<file path="src/rtl/multicycle_control.sv">
`timescale 1ns/1ps
`default_nettype none
// ============================================================================
//  Module   : multicycle_control
//  Purpose  : Main control FSM for a multicycle RV32I-subset datapath
//             (lw, sw, R-type, I-type ALU, jal, beq). Moore state outputs
//             drive the datapath muxes and enables; ALU decoder and
//             immediate-format select are combinational.
//  Ports    : clk, reset (sync, active-high)
//             op[6:0], funct3[2:0], funct7b5, Zero          - decode inputs
//             PCWrite, AdrSrc, MemWrite, IRWrite, RegWrite  - enables/select
//             ResultSrc, ALUSrcA, ALUSrcB, ImmSrc [1:0]     - mux selects
//             ALUControl[2:0], Illegal, InstrDone, State[3:0]
//  Revision : 1.0  initial release
// ============================================================================
module multicycle_control #(
    parameter int ILLEGAL_HALT = 0
) (
    input  logic       clk,
    input  logic       reset,
    input  logic [6:0] op,
    input  logic [2:0] funct3,
    input  logic       funct7b5,
    input  logic       Zero,
    output logic       PCWrite,
    output logic       AdrSrc,
    output logic       MemWrite,
    output logic       IRWrite,
    output logic       RegWrite,
    output logic [1:0] ResultSrc,
    output logic [1:0] ALUSrcA,
    output logic [1:0] ALUSrcB,
    output logic [1:0] ImmSrc,
    output logic [2:0] ALUControl,
    output logic       Illegal,
    output logic       InstrDone,
    output logic [3:0] State
);

    localparam logic [6:0] c_OP_LW  = 7'b0000011;
    localparam logic [6:0] c_OP_SW  = 7'b0100011;
    localparam logic [6:0] c_OP_R   = 7'b0110011;
    localparam logic [6:0] c_OP_I   = 7'b0010011;
    localparam logic [6:0] c_OP_JAL = 7'b1101111;
    localparam logic [6:0] c_OP_BEQ = 7'b1100011;

    typedef enum logic [3:0] {
        S_FETCH    = 4'd0,
        S_DECODE   = 4'd1,
        S_MEMADR   = 4'd2,
        S_MEMREAD  = 4'd3,
        S_MEMWB    = 4'd4,
        S_MEMWRITE = 4'd5,
        S_EXECR    = 4'd6,
        S_ALUWB    = 4'd7,
        S_EXECI    = 4'd8,
        S_JAL      = 4'd9,
        S_BEQ      = 4'd10,
        S_HALT     = 4'd11
    } state_t;

    state_t     r_state;
    state_t     w_next;
    state_t     w_out_state;
    logic       w_supported;
    logic       w_pc_update;
    logic       w_branch;
    logic [1:0] w_aluop;

    assign w_supported = (op == c_OP_LW) || (op == c_OP_SW) || (op == c_OP_R) ||
                         (op == c_OP_I)  || (op == c_OP_JAL) || (op == c_OP_BEQ);

    // State register
    always_ff @(posedge clk) begin
        if (reset) begin
            r_state <= S_FETCH;
        end else begin
            r_state <= w_next;
        end
    end

    // Next-state logic; codes 12-15 fall through to Fetch via default
    always_comb begin
        w_next = S_FETCH;
        case (r_state)
            S_FETCH:    w_next = S_DECODE;
            S_DECODE: begin
                if ((op == c_OP_LW) || (op == c_OP_SW)) w_next = S_MEMADR;
                else if (op == c_OP_R)                  w_next = S_EXECR;
                else if (op == c_OP_I)                  w_next = S_EXECI;
                else if (op == c_OP_JAL)                w_next = S_JAL;
                else if (op == c_OP_BEQ)                w_next = S_BEQ;
                else if (ILLEGAL_HALT != 0)             w_next = S_HALT;
                else                                    w_next = S_FETCH;
            end
            S_MEMADR:   w_next = (op == c_OP_SW) ? S_MEMWRITE : S_MEMREAD;
            S_MEMREAD:  w_next = S_MEMWB;
            S_EXECR:    w_next = S_ALUWB;
            S_EXECI:    w_next = S_ALUWB;
            S_JAL:      w_next = S_ALUWB;
            S_HALT:     w_next = S_HALT;
            default:    w_next = S_FETCH;
        endcase
    end

    // While reset is held the selects present Fetch values regardless of the
    // register contents, and every enable is gated off below.
    assign w_out_state = reset ? S_FETCH : r_state;

    always_comb begin
        w_pc_update = 1'b0;
        w_branch    = 1'b0;
        w_aluop     = 2'b00;
        AdrSrc      = 1'b0;
        MemWrite    = 1'b0;
        IRWrite     = 1'b0;
        RegWrite    = 1'b0;
        ResultSrc   = 2'b00;
        ALUSrcA     = 2'b00;
        ALUSrcB     = 2'b00;
        case (w_out_state)
            S_FETCH: begin
                IRWrite     = 1'b1;
                ALUSrcB     = 2'b10;
                ResultSrc   = 2'b10;
                w_pc_update = 1'b1;
            end
            S_DECODE: begin
                ALUSrcA = 2'b01;
                ALUSrcB = 2'b01;
            end
            S_MEMADR: begin
                ALUSrcA = 2'b10;
                ALUSrcB = 2'b01;
            end
            S_MEMREAD:  AdrSrc = 1'b1;
            S_MEMWB: begin
                ResultSrc = 2'b01;
                RegWrite  = 1'b1;
            end
            S_MEMWRITE: begin
                AdrSrc   = 1'b1;
                MemWrite = 1'b1;
            end
            S_EXECR: begin
                ALUSrcA = 2'b10;
                w_aluop = 2'b10;
            end
            S_ALUWB:    RegWrite = 1'b1;
            S_EXECI: begin
                ALUSrcA = 2'b10;
                ALUSrcB = 2'b01;
                w_aluop = 2'b10;
            end
            S_JAL: begin
                ALUSrcA     = 2'b01;
                ALUSrcB     = 2'b10;
                w_pc_update = 1'b1;
            end
            S_BEQ: begin
                ALUSrcA  = 2'b10;
                w_aluop  = 2'b01;
                w_branch = 1'b1;
            end
            default: ;
        endcase
        if (reset) begin
            IRWrite     = 1'b0;
            w_pc_update = 1'b0;
        end
    end

    assign PCWrite = w_pc_update | (w_branch & Zero);

    // ALU decoder; subtract for R-type only (op[5] distinguishes R from I)
    always_comb begin
        ALUControl = 3'b000;
        case (w_aluop)
            2'b01: ALUControl = 3'b001;
            2'b10: begin
                case (funct3)
                    3'b000:  ALUControl = (op[5] & funct7b5) ? 3'b001 : 3'b000;
                    3'b010:  ALUControl = 3'b101;
                    3'b110:  ALUControl = 3'b011;
                    3'b111:  ALUControl = 3'b010;
                    default: ALUControl = 3'b000;
                endcase
            end
            default: ALUControl = 3'b000;
        endcase
    end

    always_comb begin
        ImmSrc = 2'b00;
        if (op == c_OP_SW)       ImmSrc = 2'b01;
        else if (op == c_OP_BEQ) ImmSrc = 2'b10;
        else if (op == c_OP_JAL) ImmSrc = 2'b11;
    end

    assign Illegal   = ~reset & (r_state == S_DECODE) & ~w_supported;
    assign InstrDone = ~reset & ((r_state == S_MEMWB) || (r_state == S_MEMWRITE) ||
                                 (r_state == S_ALUWB) || (r_state == S_BEQ));
    assign State     = r_state;

endmodule
`default_nettype wire
</file>
<file path="config.mk">
export PLATFORM = sky130hd
export DESIGN_NAME = multicycle_control
export DESIGN_NICKNAME = d
export VERILOG_FILES = /design/src/rtl/multicycle_control.sv
export SDC_FILE = /design/constraint.sdc
export NUM_CORES = 1
export LEC_CHECK = 0
export ABC_AREA = 1
export BUFFER_PORTS_ARGS = -buffer_cell sky130_fd_sc_hd__buf_2
export CORE_MARGIN = 2
export CORE_UTILIZATION = 47
export DETAILED_ROUTE_END_ITERATION = 16
export PLACE_DENSITY = 0.84
export SETUP_SLACK_MARGIN = 0.05
export SYNTH_ARGS = -nofsm -noshare
export SYNTH_HDL_FRONTEND = slang
export SYNTH_SLANG_ARGS = --single-unit
</file>
<file path="constraint.sdc">
create_clock -name clk -period 4.79 [get_ports clk]
set_input_delay 1.1975 -clock clk [delete_from_list [all_inputs] [get_ports clk]]
set_output_delay 1.1975 -clock clk [all_outputs]
set_load 0.01 [all_outputs]
</file>
==> out/qor.yml <==
outcome: "finished, final reports clean"
grt_setup_unrepaired: "no"
vdd_drop_max_v: 0.0002254
port_buffers: 35
routedWlPerCell_um: 9.912
power_frac_seq_pct: 31.3
clk_latency_ps: 230
finalPower_w: 0.0001162
finalClockSkew_ps: 6.806
crit_arrival_ps: 2750
root_buffer: "clkbuf_4"
period_minus_slack_ps: 3948
min_from: "State[1]$_SDFF_PP0_"
worstRegToRegCells: 6
tns_ps: 0
finalWirelength_um: 1695
cts.sink_count: 4
synthToLayoutAreaGrowth_pct: 32.52
place_ws_ps: 851.4
hpwl_um: 1479
initial_core_util_pct: 50.52
drive_gt1_share_pct: 41.67
worstHoldPathCells: 2
slew_violations: 0
largest_register_ffs: 4
timing.final.crit_share_pct: 82.43
synth-async-reset-ratio_pct: 0
cp-end-kind: "output port"
n_antenna_cell: 0
cts_buffer_depth: 2
drc_errors: 0
nets: 174
cts-resized-gates: 0
firstDrtPassIters: 4
leakage_nw: 0.5407
row_count: 13
drt-initial-drc-count: 16
ys_ff_latch: 4
critPathTopFamily: "simple AND/OR/NAND/NOR gates"
final-setup-viol-count: 0
netlist_instances: 118
path_class: "primary input to output port"
r2r_end: "State[1]$_SDFF_PP0_"
grt_antenna_before_repair: 0
ant_nets: 0
ys_types: 25
yosys_warnings: 0
synth_ff_type: "dfxtp_1"
cts_inserted_buffers: 3
die_area_sq_um: 1733
die_y_um: 41.64
via_per_inst: 4.959
cts_hold_buf: 0
tritoncts: "built"
postCtsSetupRepairBufs: 0
start_kind: "primary input"
cp_max_fo: 8
synth_edf_count: 0
synth-seq-area-share_pct: 12.03
swShare_pct: 33.51
hold_viol_final: 0
hp-class: "flip-flop to flip-flop"
core_sq_um: 1318
syn_area_per_cell_sq_um: 5.641
crit_top_cell: "buf_2"
fp.dieW_um: 41.64
required_ps: 3590
rr_startpoint: "State[1]$_SDFF_PP0_"
hold_end: "State[3]$_SDFF_PP0_"
tightest_slew_ps: 281.6
slew_headroom_pct: 81.16
grt_start_max_net_pins: 9
vias: 848
grt_overflow_total: 0
path_clk_slew_ps: 40
dr_wl_met2_um: 859
synth_top_area_share_pct: 17.48
clkPwrFrac_pct: 34.4
drv_cap: 0
synth_top_area_cell: "nand2_1"
hold_ws_ps: 608.1
cts-htree-levels: 1
intPower_w: 0.00007728
setup_ws_ps: 841.7
critPathSlowestCell: "or2_2"
place_congestion: 0.8755
ios: 36
top_layer: "met3"
yosysMostFrequentCell: "nand2_1"
crit_buf_inv: 3
syn_area_sq_um: 665.6
grt_pass1_vias: 825
p_sw_w: 0.00003894
route.met3.wl_um: 95
grt_pass1_wl_um: 3215
synth_commonest_cells: "nand2_1, nor2_1, inv_1, inv_2, nand3_1"
critPathMaxStageDelay_ps: 320
path_cells: "buf_2 > inv_4 > nand2_4 > nor2_1 > nor2_2 > ha_1 > or2_2 > nor4_1 > buf_2"
met1Wirelength_um: 741
synth.net_count: 134
grtUsageTotal_pct: 22.08
power.density_nw_per_um2: 131.8
rrSetupSlack_ps: 3600
comb_power_share_pct: 34.3
fmax_ghz: 0.2533
netlist_top_cells_area: "nand2_1, dfxtp_1, nor2_1, inv_1, nor2_4"
[worst reg2reg max path: stages, from the launching register on]
cell and delay, ps:
dfxtp_1 420, inv_2 70, nor2_2 220, nand2_1 140
nand3_2 100, nor2_1 50, a21oi_1 130
[routing by layer]
layer	global-route usage [%]	vias to the layer above
met5	0	-
met4	4.516	0
met3	4.348	0
met2	40.63	28
met1	26.12	373
li1	-	447
[cell usage in the layout, fill, tap and decap left out]
cell      instances
o22ai_1           1
nor2_2            4
nand2_1          31
nor2_8            1
or2_2             1
a211oi_2          1
o211ai_2          1
buf_2            35
o211ai_1          2
dfxtp_1           4
nand2_2           2
nand2_4           1
nor2_4            5
nand3_1           6
nor2_1           19
clkbuf_4          3
inv_1            15
nor4_1            1
nand3_2           1
a21oi_1           3
a31oi_1           1
inv_2             9
o21ai_0           3
nor3_1            2
inv_4             1
ha_1              2
nand4_1           1
[final cells by class]
cell class / count / area, sq um
timing repair buffer: 35 / 175.2
inverter: 25 / 96.34
sequential: 4 / 80.08
tap: 15 / 18.77
fill: 145 / 435.4
clock buffer: 3 / 22.52
multi-input combinational: 89 / 489.2
[worst max-delay path by stage]
stage,start,to,slack (ps),cells after the start
2_1_floorplan,reset,ALUControl[2],1150,7
3_3_place_gp,reset,ALUControl[2],960,9
3_5_place_dp,reset,ALUControl[2],850,9
4_1_cts,reset,ALUControl[2],850,9
5_1_grt,reset,ALUControl[2],750,9
6_report,reset,ALUControl[2],840,9
[cells by family (layout without fill, tap and decap cells)]
kind of cell    count (synthesis)  in the layout  share of synthesized area [%]
simple gates                   75             75                          57.33
buf+inv                        25             63                          14.47
compound gates                 12             12                          12.40
flops                           4              4                          12.03
fa+ha+maj                       2              2                          3.759
[power by group through the flow]
stage	clock network [W]	registers, W	logic, W
finish	0.0000400	0.0000363	0.0000399
global placement	0	0.0000368	0.0000385
floorplan	0	0.0000371	0.0000226
detailed placement	0	0.0000368	0.0000397
CTS	0.0000412	0.0000364	0.0000399
global route	0.0000437	0.0000366	0.0000448
[stage by stage]
step           cell area, sq um  util, %  std cells
2_1_floorplan             665.6        -        118
3_3_place_gp              859.6    65.24        168
3_5_place_dp              859.6    65.24        168
4_1_cts                   882.1    66.95        171
5_1_grt                   882.1    66.95        171
6_report                  882.1    66.95        171
(Power assumes the default switching activity.)
